### src/rtl/rca_pipelined_param_if.sv
// Operand/result bundle for rca_pipelined_param. The master drives operands and
// enable; the slave (the adder) returns the tagged result.
interface rca_pipelined_param_if #(
    parameter int WIDTH = 16
);
    // Handshake: a result is new only in a cycle where out_valid=1 and the
    // previous edge was enabled; there is no back-pressure, enable=0 freezes
    // the whole pipeline and in_valid=0 injects a bubble.
    logic             enable;
    logic             in_valid;
    logic             sub;
    logic             cin;
    logic [WIDTH-1:0] a;
    logic [WIDTH-1:0] b;
    logic             out_valid;
    logic [WIDTH-1:0] sum;
    logic             cout;
    logic             overflow;

    modport master (
        output enable, in_valid, sub, cin, a, b,
        input  out_valid, sum, cout, overflow
    );

    modport slave (
        input  enable, in_valid, sub, cin, a, b,
        output out_valid, sum, cout, overflow
    );
endinterface

### src/rtl/rca_pipelined_param.sv
// Pipelined ripple-carry adder/subtractor: one CHUNK-bit slice per stage,
// carry registered between stages, latency WIDTH/CHUNK enabled edges.
module rca_pipelined_param #(
    parameter int WIDTH = 16,
    parameter int CHUNK = 4
) (
    input  logic                  clock,
    input  logic                  reset,
    rca_pipelined_param_if.slave  bus
);
    localparam int STAGES = WIDTH / ((CHUNK >= 1) ? CHUNK : 1);
    localparam int PIPE   = (STAGES > 1) ? STAGES - 1 : 1;

    if ((CHUNK < 1) || (WIDTH % ((CHUNK >= 1) ? CHUNK : 1) != 0)) begin : g_bad_param
        $error("rca_pipelined_param: WIDTH must be a positive multiple of CHUNK");
    end

    // Inter-stage registers: entry k holds the state after stage k has run.
    logic [WIDTH-1:0] a_q [PIPE];
    logic [WIDTH-1:0] b_q [PIPE];
    logic [WIDTH-1:0] s_q [PIPE];
    logic             c_q [PIPE];
    logic             v_q [PIPE];

    logic [WIDTH-1:0] sum_q;
    logic             cout_q;
    logic             ovf_q;
    logic             valid_q;

    // Stage inputs and combinational stage results.
    logic [WIDTH-1:0] a_st [STAGES];
    logic [WIDTH-1:0] b_st [STAGES];
    logic [WIDTH-1:0] s_st [STAGES];
    logic             c_st [STAGES];
    logic             v_st [STAGES];
    logic [WIDTH-1:0] s_nx [STAGES];
    logic             c_nx [STAGES];
    logic             ovf_nx;

    always_comb begin
        a_st[0] = bus.a;
        b_st[0] = bus.sub ? ~bus.b : bus.b;
        c_st[0] = bus.sub ? ~bus.cin : bus.cin;
        s_st[0] = '0;
        v_st[0] = bus.in_valid;
        for (int k = 1; k < STAGES; k++) begin
            a_st[k] = a_q[k-1];
            b_st[k] = b_q[k-1];
            s_st[k] = s_q[k-1];
            c_st[k] = c_q[k-1];
            v_st[k] = v_q[k-1];
        end
        for (int k = 0; k < STAGES; k++) begin
            s_nx[k] = s_st[k];
            {c_nx[k], s_nx[k][k*CHUNK +: CHUNK]} =
                {1'b0, a_st[k][k*CHUNK +: CHUNK]} +
                {1'b0, b_st[k][k*CHUNK +: CHUNK]} +
                {{CHUNK{1'b0}}, c_st[k]};
        end
        // Carry into the MSB is recovered from the MSB's own sum bit.
        ovf_nx = a_st[STAGES-1][WIDTH-1] ^ b_st[STAGES-1][WIDTH-1] ^
                 s_nx[STAGES-1][WIDTH-1] ^ c_nx[STAGES-1];
    end

    always_ff @(posedge clock or posedge reset) begin
        if (reset) begin
            for (int k = 0; k < PIPE; k++) begin
                a_q[k] <= '0;
                b_q[k] <= '0;
                s_q[k] <= '0;
                c_q[k] <= 1'b0;
                v_q[k] <= 1'b0;
            end
            sum_q   <= '0;
            cout_q  <= 1'b0;
            ovf_q   <= 1'b0;
            valid_q <= 1'b0;
        end else if (bus.enable) begin
            for (int k = 0; k < STAGES - 1; k++) begin
                a_q[k] <= a_st[k];
                b_q[k] <= b_st[k];
                s_q[k] <= s_nx[k];
                c_q[k] <= c_nx[k];
                v_q[k] <= v_st[k];
            end
            valid_q <= v_st[STAGES-1];
            // Bubbles leave the last valid result on the outputs.
            if (v_st[STAGES-1]) begin
                sum_q  <= s_nx[STAGES-1];
                cout_q <= c_nx[STAGES-1];
                ovf_q  <= ovf_nx;
            end
        end
    end

    assign bus.out_valid = valid_q;
    assign bus.sum       = sum_q;
    assign bus.cout      = cout_q;
    assign bus.overflow  = ovf_q;
endmodule

### src/flat_wrapper.sv
// flat-port wrapper written by rule: the top's interface ports become plain ports
module rca_pipelined_param_flat 
#(
    parameter int WIDTH = 16,
    parameter int CHUNK = 4
)
  (clock, reset, bus_enable, bus_in_valid, bus_sub, bus_cin, bus_a, bus_b, bus_out_valid, bus_sum, bus_cout, bus_overflow);
  rca_pipelined_param_if #(.WIDTH(WIDTH)) bus_i ();
  input  logic clock;
  input  logic reset;
  input wire logic [$bits(bus_i.enable)-1:0] bus_enable;
  input wire logic [$bits(bus_i.in_valid)-1:0] bus_in_valid;
  input wire logic [$bits(bus_i.sub)-1:0] bus_sub;
  input wire logic [$bits(bus_i.cin)-1:0] bus_cin;
  input wire logic [$bits(bus_i.a)-1:0] bus_a;
  input wire logic [$bits(bus_i.b)-1:0] bus_b;
  output wire logic [$bits(bus_i.out_valid)-1:0] bus_out_valid;
  output wire logic [$bits(bus_i.sum)-1:0] bus_sum;
  output wire logic [$bits(bus_i.cout)-1:0] bus_cout;
  output wire logic [$bits(bus_i.overflow)-1:0] bus_overflow;
  assign bus_i.enable = bus_enable;
  assign bus_i.in_valid = bus_in_valid;
  assign bus_i.sub = bus_sub;
  assign bus_i.cin = bus_cin;
  assign bus_i.a = bus_a;
  assign bus_i.b = bus_b;
  assign bus_out_valid = bus_i.out_valid;
  assign bus_sum = bus_i.sum;
  assign bus_cout = bus_i.cout;
  assign bus_overflow = bus_i.overflow;
  rca_pipelined_param #(.WIDTH(WIDTH), .CHUNK(CHUNK)) u_core (.clock(clock), .reset(reset), .bus(bus_i));
endmodule
### config.mk
export PLATFORM = sky130hd
export DESIGN_NAME = rca_pipelined_param_flat
export DESIGN_NICKNAME = d
export VERILOG_FILES = /design/src/rtl/rca_pipelined_param_if.sv /design/src/rtl/rca_pipelined_param.sv /design/src/flat_wrapper.sv
export SDC_FILE = /design/constraint.sdc
export NUM_CORES = 1
export LEC_CHECK = 0
export ABC_CLOCK_PERIOD_IN_PS = 3500
export CAP_MARGIN = 20
export CORE_MARGIN = 1
export CORE_UTILIZATION = 35
export DETAILED_ROUTE_END_ITERATION = 7
export GPL_TIMING_DRIVEN = 0
export PLACE_DENSITY = 0.62
export SYNTH_ARGS = -nofsm -noshare
export SYNTH_HDL_FRONTEND = slang
export SYNTH_SLANG_ARGS = --single-unit
### constraint.sdc
create_clock -name clock -period 3.5 [get_ports clock]
set_input_delay 0.525 -clock clock [delete_from_list [all_inputs] [get_ports clock]]
set_output_delay 0.525 -clock clock [all_outputs]
set_load 0.05 [all_outputs]
Yosys cells after proc, flatten, opt, wreduce, memory -nomap -nowiden. Index checks and enable logic that the tools add are counted.

Register bits after elaboration: 145. Input port bits: 38. Output and inout bits: 19.

$add $sub $neg: 8. Muxes and demuxes: 2. Bitwise operators: 5. Reduce and logical (&&, ||, !) cells: 1.

Operators with widths (number): $add 4x4->5 (4); $add 5x1->5 (4); $mux 16 (1); $not 16->16 (1); $xor 1x1->1 (3); $reduce_and 2->1 (1); $mux 1 (1); $not 1->1 (1).

Logic depth before layout (Yosys ltp).
Depth in word-level cells: 4. Depth in mapped cells: 8.

Least setup slack after synthesis. No wires, ideal clock.

Path type: input to register. Start: in bus_sub. End: reg u_core.c_q[2] in the netlist's numbering. Library setup time: 0.137 ns. Arrival: 2.175 ns. Data required time: 3.363 ns. Setup slack: 1.188 ns. Stages on the path: 8. Buffers on the path: 2. Path through: buf_4 -> buf_6 -> xor2_1 -> fa_1 -> fa_1 -> a21o_1 -> a21oi_1 -> a21oi_1.

Longest elaborated chain between the ends: 3. Elaborated cells on any way between the ends: 4.

RTL lines: start: declaration (line flat_wrapper.sv:13) `input wire logic [$bits(bus_i.sub)-1:0] bus_sub;`; $mux 16 (line rca_pipelined_param.sv:42) `b_st[0] = bus.sub ? ~bus.b : bus.b;`; $add 4x4->5 (line rca_pipelined_param.sv:56) `{1'b0, a_st[k][k*CHUNK +: CHUNK]} +`; $add 5x1->5 (*) (line rca_pipelined_param.sv:57) `{1'b0, b_st[k][k*CHUNK +: CHUNK]} +`; end signal: indexed assignment (line rca_pipelined_param.sv:83) `c_q[k] <= c_nx[k];`; end: declaration (line rca_pipelined_param.sv:22) `logic c_q [PIPE];`.

Mark *: on every way between the ends. The rest lies on a longest branch, timed or not. A chain may end at the register's enable or synchronous reset.

Worst setup path in the final report.
Start: in bus_b[0]. End: reg u_core.c_q[2] in the netlist's numbering.

Longest elaborated chain between the ends: 4.

RTL lines: start: declaration (line flat_wrapper.sv:16) `input wire logic [$bits(bus_i.b)-1:0] bus_b;`; $not 16->16 (line rca_pipelined_param.sv:42); $mux 16 (*) (line rca_pipelined_param.sv:42); $add 4x4->5 (*) (line rca_pipelined_param.sv:56); $add 5x1->5 (*) (line rca_pipelined_param.sv:57).

Marks and branches as above.

==> summary.md <==
| Metric | Value |
|---|---|
| Initial core utilization | `0.358` |
| Fraction of layout cells with a size suffix above 1 | `0.285` |
| Number of instances resized during post-cts repair | `0` |
| Total congestion overflow | `0` |
| Leakage dissipation | `2.30 nW` |
| Total Die Area | `12,700 µm²` |
| Worst hold path class | `reg -> reg` |
| Tightest slew margin relative to the limit | `0.583` |
| Synthesis-to-layout area growth | `24.9%` |
| Critical Path End Type | `flop` |
| Achievable frequency | `457 MHz` |
| Port Buf Inserts | `54` |
| Fin Hold WS | `0.481 ns` |
| Number of nets in the finished design | `426` |
| Critical-path cell with the highest stage delay | `sky130_fd_sc_hd__fa_1` |
| Root buffer selected by CTS | `sky130_fd_sc_hd__clkbuf_16` |
| # setup viols final | `0` |
| CP cell instances | `clkdlybuf4s50_1, xor2_1, fa_1, fa_1, a21o_1, a21oi_1, a21oi_1` |
| Critical Path Source Type | `input port` |
| Largest buffer count on any clock path | `2` |
| Launch point of the worst reg-to-reg path | `u_core.c_q[0]$_DFFE_PP0P_` |
| Total via count after detailed routing | `2,429` |
| Worst Path Arrival | `2.38 ns` |
| Wire length of the first global-routing pass | `13.2 mm` |
| Setup slack on the worst flop-to-flop path | `1.49 ns` |
| Htree depth | `3` |
| Cell family contributing the most delay on the critical path | `adder cells` |
| Reg-to-Reg End | `u_core.bus.overflow$_DFFE_PP0P_` |
| Critical path class | `in -> reg` |
| Total clock buffers created by CTS | `9` |
| Tmin final | `2.19 ns` |
| # hold bufs at CTS | `0` |
| Required @ worst endpoint | `3.69 ns` |
| Worst hold path endpoint | `u_core.bus.sum[14]$_DFFE_PP0P_` |
| Area of the core region | `12,000 µm²` |
| PwrDens | `740 nW/µm²` |
| Clock latency on the worst-skew pair | `0.34 ns` |
| Total nets after synthesis | `360` |
| Number of nets with antenna violations after detailed routing | `0` |
| Mean Syn Cell Area | `14.2 µm²` |
| CP max stage delay | `0.43 ns` |
| Number of enable-type register cells in the synthesized netlist | `0` |
| Initial antenna violation count | `0` |
| Period utilization | `0.626` |
| Least-Margin Pin Slew | `0.625 ns` |
| Layout Skew | `0.00586 ns` |
| Register clock-pin slew on the reported worst setup and hold paths | `0.06 ns` |
| Number of DRC violations after detailed routing | `0` |
| Total Routing Usage GR | `0.135` |
| Max_cap viols | `0` |
| ANT cells | `0` |
| Status | `finished clean` |
| Detailed-routing iteration count for the pre-antenna-repair pass | `4` |
| Minimum setup slack in the final design | `1.31 ns` |
| Placement row count | `40` |
| Die outline height | `113 µm` |
| Worst setup path startpoint | `bus_b[0]` |
| Hold Vio Cnt, Final | `0` |
| Routed via count divided by cell count | `4.68` |
| CTS tree | `done` |
| Total I/O pin count | `57` |
| DP Worst Slack | `0.930 ns` |
| Synthesized cell area | `4280 µm²` |
| Part of the Yosys area used for sequential elements | `0.567` |
| Total Wirelength | `7.66 mm` |
| Unique masters post-synth | `21` |
| Worst hold path stage count | `2` |
| Post-CTS Setup Repair Bufs | `0` |
| Maximum fanout encountered on the critical timing path | `2` |
| Maximum ir drop on the vdd rail | `0.243 mV` |
| Synthesis-stage register bit count | `97` |
| Number of synthesis warnings | `0` |
| Last weighted congestion value of the routability-driven placer | `0.729` |
| Pins Over Slew Limit | `0` |
| Mapped Cells | `302` |
| Clk sink count | `97` |
| Number of gates on the worst path with buffers counted | `7` |
| Startpoint of the most critical hold path | `u_core.bus.sum[14]$_DFFE_PP0P_` |
| Post-synthesis async set-or-reset flop share | `1.00` |
| Setup repair after global routing missed its margin | `no` |
| Number of cells traversed by the worst register-to-register path | `6` |
| Overall die width | `113 µm` |
| Total buffers and inverters traversed by the critical path | `1` |
| HPWL Detailed | `5.42 mm` |
| Drt first-iter violations | `43` |
| Number of fill cells in the layout | `1,075` |
| Pin count of the biggest net entering global routing | `51` |
| Number of global-route vias before repair | `2,558` |
| Average wire per standard cell | `14.7 µm` |
| Post-synth top flop | `sky130_fd_sc_hd__dfrtp_1` |
## metrics by stage
| stage | util | instances | TNS, ns | cell area (µm²) | total power, mW |
|---|---|---|---|---|---|
| 2_1_floorplan | - | 302 | 0 | 4280 | 2.55 |
| 5_1_grt | 0.447 | 519 | 0 | 5350 | 4.17 |
| 3_3_place_gp | 0.419 | 503 | -98.54 | 5010 | 2.94 |
| 4_1_cts | 0.447 | 519 | 0 | 5350 | 4.01 |
| 3_5_place_dp | 0.421 | 504 | 0 | 5040 | 2.98 |
| 6_report | 0.447 | 519 | 0 | 5350 | 3.96 |
## cells by family (layout without fill, tap and decap cells)
| group | Yosys count | in the layout | share of synthesized area |
|---|---|---|---|
| xor+xnor | 26 | 26 | 0.0532 |
| buf+inv | 21 | 91 | 0.0283 |
| mux | 72 | 72 | 0.199 |
| simple gates | 25 | 25 | 0.0237 |
| fa+ha+maj | 20 | 20 | 0.0724 |
| flops | 97 | 97 | 0.567 |
| compound gates | 41 | 41 | 0.0570 |
## power by group
part	total [mW]	internal, mW	switching [mW]	leakage, nW
Combinational	1.32	0.619	0.706	1.03
Sequential	1.61	1.43	0.179	1.12
Clock	1.02	0.622	0.400	0.149
Total	3.96	2.68	1.28	2.30
## flip-flops by register name, indices dropped and copies added, names as in the netlist
name,flops
u_core.s_nx,24
u_core.b_q,24
u_core.c_q,3
u_core.bus.overflow,1
u_core.v_q,3
u_core.bus.cout,1
u_core.bus.out_valid,1
u_core.bus.sum,16
u_core.a_q,24
## worst min-delay path, cell delays in order, from the launching register on
cell                      delay (ns)
sky130_fd_sc_hd__dfrtp_1        0.34
sky130_fd_sc_hd__nand2_1        0.05
sky130_fd_sc_hd__o21ai_0        0.06
## metal layers
metal,wire (µm),track usage
met3,243,0.0238
met1,3710,0.184
met5,0,0
met4,179,0.0649
met2,3520,0.208
## layout by cell type, fill, tap and decap left out
master / synthesis / layout
sky130_fd_sc_hd__a21o_1: 8 / 8
sky130_fd_sc_hd__a21oi_1: 21 / 21
sky130_fd_sc_hd__a21oi_2: 5 / 5
sky130_fd_sc_hd__buf_16: 0 / 1
sky130_fd_sc_hd__buf_2: 7 / 7
sky130_fd_sc_hd__buf_4: 3 / 3
sky130_fd_sc_hd__buf_6: 3 / 3
sky130_fd_sc_hd__bufinv_16: 0 / 2
sky130_fd_sc_hd__clkbuf_1: 2 / 3
sky130_fd_sc_hd__clkbuf_16: 0 / 9
sky130_fd_sc_hd__clkdlybuf4s50_1: 0 / 54
sky130_fd_sc_hd__clkinv_2: 0 / 1
sky130_fd_sc_hd__clkinv_4: 0 / 1
sky130_fd_sc_hd__clkinvlp_4: 0 / 1
sky130_fd_sc_hd__dfrtp_1: 97 / 97
sky130_fd_sc_hd__fa_1: 8 / 8
sky130_fd_sc_hd__ha_1: 12 / 12
sky130_fd_sc_hd__inv_1: 6 / 5
sky130_fd_sc_hd__inv_4: 0 / 1
sky130_fd_sc_hd__mux2_1: 1 / 1
sky130_fd_sc_hd__mux2_2: 60 / 60
sky130_fd_sc_hd__mux2_4: 11 / 11
sky130_fd_sc_hd__nand2_1: 6 / 6
sky130_fd_sc_hd__nand2_4: 1 / 1
sky130_fd_sc_hd__nor2_1: 18 / 18
sky130_fd_sc_hd__o21ai_0: 6 / 6
sky130_fd_sc_hd__o21ai_1: 1 / 1
sky130_fd_sc_hd__xnor2_1: 20 / 20
sky130_fd_sc_hd__xor2_1: 6 / 6
## worst max path at each step
stage                                  to
2_1_floorplan  u_core.a_q[12]$_DFFE_PP0P_
3_3_place_gp   u_core.a_q[38]$_DFFE_PP0P_
3_5_place_dp    u_core.c_q[2]$_DFFE_PP0P_
4_1_cts         u_core.c_q[2]$_DFFE_PP0P_
5_1_grt         u_core.c_q[2]$_DFFE_PP0P_
6_report        u_core.c_q[2]$_DFFE_PP0P_
## cell type report
type | count | area (µm²) | share of cell area
timing repair buffer | 55 | 568 | 0.106
tap | 147 | 184 | 0.0344
buffer | 15 | 98.8 | 0.0185
sequential | 97 | 2430 | 0.454
clock inverter | 5 | 81.3 | 0.0152
multi-input combinational | 184 | 1740 | 0.324
clock buffer | 10 | 229 | 0.0428
inverter | 6 | 25.0 | 0.00468
## cells in the mapped netlist (6+ instances only)
cell type                 count  area share
sky130_fd_sc_hd__mux2_2      60        0.16
sky130_fd_sc_hd__a21o_1       8       0.014
sky130_fd_sc_hd__xor2_1       6       0.012
sky130_fd_sc_hd__fa_1         8       0.037
sky130_fd_sc_hd__inv_1        6      0.0053
sky130_fd_sc_hd__dfrtp_1     97        0.57
sky130_fd_sc_hd__nor2_1      18       0.016
sky130_fd_sc_hd__o21ai_0      6      0.0070
sky130_fd_sc_hd__a21oi_1     21       0.025
sky130_fd_sc_hd__xnor2_1     20       0.041
sky130_fd_sc_hd__mux2_4      11       0.039
sky130_fd_sc_hd__nand2_1      6      0.0053
sky130_fd_sc_hd__ha_1        12       0.035
sky130_fd_sc_hd__buf_2        7      0.0082
(Power assumes the default switching activity.)
